<file path="config.mk">
export PLATFORM = sky130hd
export DESIGN_NAME = aes_round_ctrl
export DESIGN_NICKNAME = d
export VERILOG_FILES = /design/src/rtl/aes_round_ctrl.sv
export SDC_FILE = /design/constraint.sdc
export NUM_CORES = 1
export LEC_CHECK = 0
export BUFFER_PORTS_ARGS = -buffer_cell sky130_fd_sc_hd__buf_2
export CAP_MARGIN = 20
export CELL_PAD_IN_SITES_DETAIL_PLACEMENT = 1
export CELL_PAD_IN_SITES_GLOBAL_PLACEMENT = 1
export CORE_ASPECT_RATIO = 0.6
export CORE_MARGIN = 5
export CORE_UTILIZATION = 40
export CTS_CLUSTER_SIZE = 30
export DETAILED_ROUTE_END_ITERATION = 10
export PLACE_DENSITY = 0.89
export SYNTH_ARGS = -nofsm -noshare
export SYNTH_HDL_FRONTEND = slang
export SYNTH_SLANG_ARGS = --single-unit
export TNS_END_PERCENT = 5
</file>
<file path="constraint.sdc">
create_clock -name clk -period 2.29 [get_ports clk]
set_clock_uncertainty 0.05 [all_clocks]
set_input_delay 0.1145 -clock clk [delete_from_list [all_inputs] [get_ports clk]]
set_output_delay 0.1145 -clock clk [all_outputs]
set_load 0.02 [all_outputs]
</file>
<file path="src/rtl/aes_round_ctrl.sv">
// ---------------------------------------------------------------------------
// aes_round_ctrl
//   Sequencer for a byte-serial AES-128/192/256 encryption datapath. One
//   start pulse in IDLE runs one 16-byte block: LOAD (plaintext entry), NR-1
//   ROUND passes with mix-column, one FINAL pass, then PIPE_LAT DRAIN cycles
//   while the last results leave the datapath pipeline, and a one-cycle DONE.
//
//   Parameters
//     NR        number of AES rounds (2..14)
//     PIPE_LAT  datapath latency in cycles from data_in to data_iout (1..7)
//
//   Ports
//     clk            rising-edge clock
//     rst            synchronous active-low reset
//     start          one-cycle request to encrypt a block (honoured in IDLE only)
//     in_ready       datapath accepts a plaintext byte this cycle
//     pld            parallel-load strobe for the parallel-to-serial converter
//     c3             shift-row column select
//     mix_column_en  byte-wide mix-column enable mask
//     key_addr       round-key byte address {round, byte_cnt}
//     last_round     final round, selects the round_key_last_out path
//     out_valid      data_iout carries a ciphertext byte
//     busy           controller is not idle
//     done           one-cycle pulse after the last ciphertext byte
//
//   All outputs are flops. They are computed from the next-state values so
//   that each output lines up with the state it describes in the same cycle.
// ---------------------------------------------------------------------------
module aes_round_ctrl #(
  parameter int NR       = 10,
  parameter int PIPE_LAT = 2
) (
  input  logic       clk,
  input  logic       rst,
  input  logic       start,
  output logic       in_ready,
  output logic       pld,
  output logic [1:0] c3,
  output logic [7:0] mix_column_en,
  output logic [7:0] key_addr,
  output logic       last_round,
  output logic       out_valid,
  output logic       busy,
  output logic       done
);

  typedef enum logic [2:0] {
    ST_IDLE  = 3'd0,
    ST_LOAD  = 3'd1,
    ST_ROUND = 3'd2,
    ST_FINAL = 3'd3,
    ST_DRAIN = 3'd4,
    ST_DONE  = 3'd5
  } state_t;

  localparam logic [3:0] LAST_MID_ROUND = 4'(NR - 1);
  localparam logic [3:0] FINAL_ROUND    = 4'(NR);
  localparam logic [2:0] DRAIN_LAST     = 3'(PIPE_LAT - 1);

  state_t              state_r, state_s;
  logic [3:0]          byte_cnt_r, byte_cnt_s;
  logic [3:0]          round_r, round_s;
  logic [2:0]          drain_cnt_r, drain_cnt_s;
  logic [PIPE_LAT-1:0] final_dly_r;

  logic       in_ready_s, pld_s, last_round_s, busy_s, done_s;
  logic [1:0] c3_s;
  logic [7:0] mix_column_en_s, key_addr_s;

  // Next-state and counter update
  always_comb begin
    state_s     = state_r;
    byte_cnt_s  = byte_cnt_r;
    round_s     = round_r;
    drain_cnt_s = drain_cnt_r;
    case (state_r)
      ST_IDLE: begin
        if (start) begin
          state_s    = ST_LOAD;
          byte_cnt_s = 4'd0;
          round_s    = 4'd0;
        end else begin
          state_s = ST_IDLE;
        end
      end
      ST_LOAD: begin
        byte_cnt_s = byte_cnt_r + 4'd1;
        if (byte_cnt_r == 4'd15) begin
          // Even with NR=2 there is one mix-column round before FINAL.
          state_s = ST_ROUND;
          round_s = 4'd1;
        end else begin
          state_s = ST_LOAD;
        end
      end
      ST_ROUND: begin
        byte_cnt_s = byte_cnt_r + 4'd1;
        if (byte_cnt_r == 4'd15) begin
          if (round_r == LAST_MID_ROUND) begin
            state_s = ST_FINAL;
            round_s = FINAL_ROUND;
          end else begin
            state_s = ST_ROUND;
            round_s = round_r + 4'd1;
          end
        end else begin
          state_s = ST_ROUND;
        end
      end
      ST_FINAL: begin
        byte_cnt_s = byte_cnt_r + 4'd1;
        if (byte_cnt_r == 4'd15) begin
          state_s     = ST_DRAIN;
          drain_cnt_s = 3'd0;
        end else begin
          state_s = ST_FINAL;
        end
      end
      ST_DRAIN: begin
        if (drain_cnt_r == DRAIN_LAST) begin
          state_s = ST_DONE;
        end else begin
          drain_cnt_s = drain_cnt_r + 3'd1;
        end
      end
      ST_DONE: begin
        // A start seen here is dropped; a new block must be requested in IDLE.
        state_s = ST_IDLE;
      end
      default: begin
        state_s = ST_IDLE;
      end
    endcase
  end

  // Output decode from the upcoming state so the flopped outputs match it
  always_comb begin
    in_ready_s      = 1'b0;
    pld_s           = 1'b0;
    c3_s            = 2'b00;
    mix_column_en_s = 8'h00;
    key_addr_s      = 8'h00;
    last_round_s    = 1'b0;
    done_s          = 1'b0;
    busy_s          = (state_s != ST_IDLE);
    case (state_s)
      ST_LOAD: begin
        in_ready_s = 1'b1;
        c3_s       = byte_cnt_s[3:2];
        key_addr_s = {round_s, byte_cnt_s};
      end
      ST_ROUND: begin
        c3_s            = byte_cnt_s[3:2];
        key_addr_s      = {round_s, byte_cnt_s};
        mix_column_en_s = 8'hFF;
        // Converter reloads after every fourth byte (end of a column).
        pld_s           = (byte_cnt_s[1:0] == 2'b11);
      end
      ST_FINAL: begin
        c3_s         = byte_cnt_s[3:2];
        key_addr_s   = {round_s, byte_cnt_s};
        last_round_s = 1'b1;
      end
      ST_DONE: begin
        done_s = 1'b1;
      end
      default: begin
        in_ready_s = 1'b0;
      end
    endcase
  end

  // State, counters and registered outputs
  always_ff @(posedge clk) begin
    if (!rst) begin
      state_r       <= ST_IDLE;
      byte_cnt_r    <= 4'd0;
      round_r       <= 4'd0;
      drain_cnt_r   <= 3'd0;
      in_ready      <= 1'b0;
      pld           <= 1'b0;
      c3            <= 2'b00;
      mix_column_en <= 8'h00;
      key_addr      <= 8'h00;
      last_round    <= 1'b0;
      busy          <= 1'b0;
      done          <= 1'b0;
    end else begin
      state_r       <= state_s;
      byte_cnt_r    <= byte_cnt_s;
      round_r       <= round_s;
      drain_cnt_r   <= drain_cnt_s;
      in_ready      <= in_ready_s;
      pld           <= pld_s;
      c3            <= c3_s;
      mix_column_en <= mix_column_en_s;
      key_addr      <= key_addr_s;
      last_round    <= last_round_s;
      busy          <= busy_s;
      done          <= done_s;
    end
  end

  // out_valid tracks FINAL through a PIPE_LAT-deep delay line (the datapath latency)
  generate
    if (PIPE_LAT == 1) begin : g_dly_one
      // Single-stage delay line
      always_ff @(posedge clk) begin
        if (!rst) begin
          final_dly_r <= 1'b0;
        end else begin
          final_dly_r <= (state_r == ST_FINAL);
        end
      end
    end else begin : g_dly_multi
      // Multi-stage delay line, bit k is FINAL delayed by k+1 cycles
      always_ff @(posedge clk) begin
        if (!rst) begin
          final_dly_r <= '0;
        end else begin
          final_dly_r <= {final_dly_r[PIPE_LAT-2:0], (state_r == ST_FINAL)};
        end
      end
    end
  endgenerate

  assign out_valid = final_dly_r[PIPE_LAT-1];

endmodule

</file>
==> impl_metrics.py <==
metrics = {
    "status": {
        "outcome": "finished, final reports clean",
    },
    "clock_network": {
        "post_cts_resized": 0,
        "clock_sinks": 30,
        "cts-hold-fix-buffers": 0,
        "cts_tree": "done",
        "cts_buffers": 5,
        "clk_pin_slew_worst_paths_ps": 60,
        "clockBufferDepth": 2,
        "cts_setup_buffers": 0,
        "root_buffer": "clkbuf_8",
        "h-tree-depth": 2,
        "clock_latency_ps": 280,
    },
    "setup_path": {
        "crit_start": "state_r[1]",
        "start_kind": "flop",
        "cp_max_fo": 13,
        "crit_path_end_kind": "flop",
        "rr_startpoint": "state_r[1]",
        "path_cells": "or3b_4 > or3_1 > nand4_2 > o2111a_1",
        "worstPathArrival_ps": 2030,
        "cp.required_ps": 2460,
        "critical_path.max_stage_delay_ps": 580,
        "rr_worst_depth": 4,
        "cp_slowest_cell": "dfxtp_1",
        "crit_type": "reg -> reg",
    },
    "timing": {
        "slew_violations": 0,
        "tns_ps": 0,
        "worst_pin_slew_ps": 630,
        "hold_viol_final": 0,
        "rsz0062_at_grt": "no",
        "period_share": 0.810,
        "fin_crit_ps": 1850,
        "finalSetupViolCount": 0,
        "slew_headroom": 0.577,
        "fmax_mhz": 539,
    },
    "routing": {
        "drc_errors": 0,
        "wl_um": 3080,
        "drtIter0Drc": 39,
        "ant_nets": 0,
        "vias_per_cell": 5.00,
        "avgRoutedWirePerCell_um": 14.9,
        "drt_first_pass_iters": 4,
        "vias": 1034,
    },
    "synthesis": {
        "synthFlopType": "dfxtp_1",
        "yosysSeqAreaShare": 0.457,
        "synth_area_per_cell_um2": 9.25,
        "synth_area_um2": 1310,
        "synth_cells": 142,
        "yosysWarnings": 0,
        "synth_edf_count": 0,
        "synthArstFlopShare": 0,
        "syn_nets": 150,
        "yosysUniqueCellTypes": 41,
        "ys_seq_elements": 30,
    },
    "placed_design": {
        "gp_congestion": 0.886,
        "dp_hpwl_um": 2370,
        "io_buffer_count": 26,
        "dp.cells": 199,
    },
    "cells_and_area": {
        "n_antenna_cell": 0,
        "post_route_cells_drive_above_1_share": 0.235,
        "final_cell_mix": "30 x dfxtp_1, 26 x buf_2, 17 x nor2_1, 8 x nand2_1",
        "syn2layout_area_growth_pct": 14.3,
        "layout_commonest_cell": "dfxtp_1",
        "utilization": 0.469,
        "nets": 169,
        "instances_no_fill": 207,
    },
    "grt": {
        "antenna_found_initial": 0,
        "first_global_vias": 1047,
        "grt_max_degree": 15,
        "grt_pass1_wl_um": 5000,
        "grt_overflow": 0,
        "grtUsageTotal": 0.145,
    },
    "hold_path": {
        "hold_start": "rst",
        "hold_path_class": "in -> reg",
        "whs_path_depth": 2,
    },
    "floorplan": {
        "chipHeight_um": 54.4,
        "dieArea_um2": 4570,
        "fp.dieW_um": 84.0,
        "initial_core_util": 0.410,
        "core-area_um2": 3200,
        "num_rows": 16,
        "ios": 27,
    },
    "power": {
        "ir_drop_mv": 0.351,
        "power.leakage_uw": 0.000678,
        "powerDensity_nw_per_um2": 681,
    },
    "job": {
        "cap_violations": 0,
    },
}
==> registers in the layout, summed over array words and instances (netlist names) <==
| signal | flops |
|---|---|
| drain_cnt_r | 3 |
| mix_column_en | 1 |
| state_r | 3 |
| done | 1 |
| key_addr | 7 |
| c3 | 1 |
| final_dly_r | 2 |
| pld | 1 |
| byte_cnt_r | 4 |
| round_r | 4 |
| last_round | 1 |
| busy | 1 |
| in_ready | 1 |
==> per-layer routing <==
layer	vias to the layer above	wire length, um	GRT usage
met1	491	1500	0.177
met4	0	42	0.0615
met3	6	145	0.0602
li1	520	-	-
met2	17	1390	0.231
met5	-	0	0
==> final cells by class <==
| cell class | count | area [um2] |
|---|---|---|
| flip-flops and latches | 30 | 601 |
| well taps | 45 | 56.3 |
| multi-input cells | 93 | 604 |
| clock inverters | 1 | 5.00 |
| inverters | 5 | 18.8 |
| repair buffers | 26 | 130 |
| fillers | 385 | 1700 |
| clock buffers | 7 | 86.3 |
==> power breakdown <==
group          switching (uW)  total, uW  internal [uW]
registers                8.46        538            530
clock network             186        427            242
logic                    37.1       56.3           19.3
total                     231       1020            791
==> critical path, delay by kind of cell (launching register included) <==
kind / cells / cell delay, ps
flops: 1 / 580
simple gates: 3 / 970
compound gates: 1 / 200
==> path summary, 6_finish.rpt <==
kind	endpoint	slack, ps
hold reg to reg	final_dly_r[1]	390
hold / removal	drain_cnt_r[1]	110
setup reg to reg	in_ready	440
setup / recovery	in_ready	440
==> stage by stage <==
step	setup slack, ps	power [uW]	hold WS (ps)	instance area [um2]
floorplan	671	587	362	1310
global placement	556	602	373	1410
detailed placement	484	606	382	1410
CTS	436	1040	112	1500
global route	352	1070	120	1500
finish	435	1020	114	1500
==> cells in the mapped netlist, drive strengths merged, types with 2 or more instances <==
master / instances / area (um2)
a211oi: 3 / 22.5
dfxtp: 30 / 601
nand3: 2 / 15.0
nand2b: 2 / 12.5
nor2b: 6 / 37.5
nor3b: 3 / 22.5
nor4: 2 / 12.5
or3: 3 / 18.8
nand2: 8 / 30.0
mux2i: 2 / 20.0
nor3: 3 / 15.0
a21oi: 5 / 25.0
clkbuf: 2 / 7.51
and2: 5 / 31.3
ha: 5 / 62.6
inv: 5 / 18.8
nand4: 4 / 31.3
nand3b: 3 / 22.5
buf: 12 / 82.6
o21ai: 2 / 10.0
and3: 3 / 18.8
nor2: 17 / 63.8
==> logic make-up after synthesis <==
| group | after synthesis | synth area share |
|---|---|---|
| buffers and inverters | 19 | 0.0829 |
| muxes | 2 | 0.0152 |
| and+or+nand+nor | 65 | 0.280 |
| adders and majority gates | 5 | 0.0476 |
| xor gates and xnor gates | 2 | 0.0133 |
| AOI/OAI and AO/OA | 19 | 0.104 |
| DFF | 30 | 0.457 |
(Power assumes the default switching activity.)
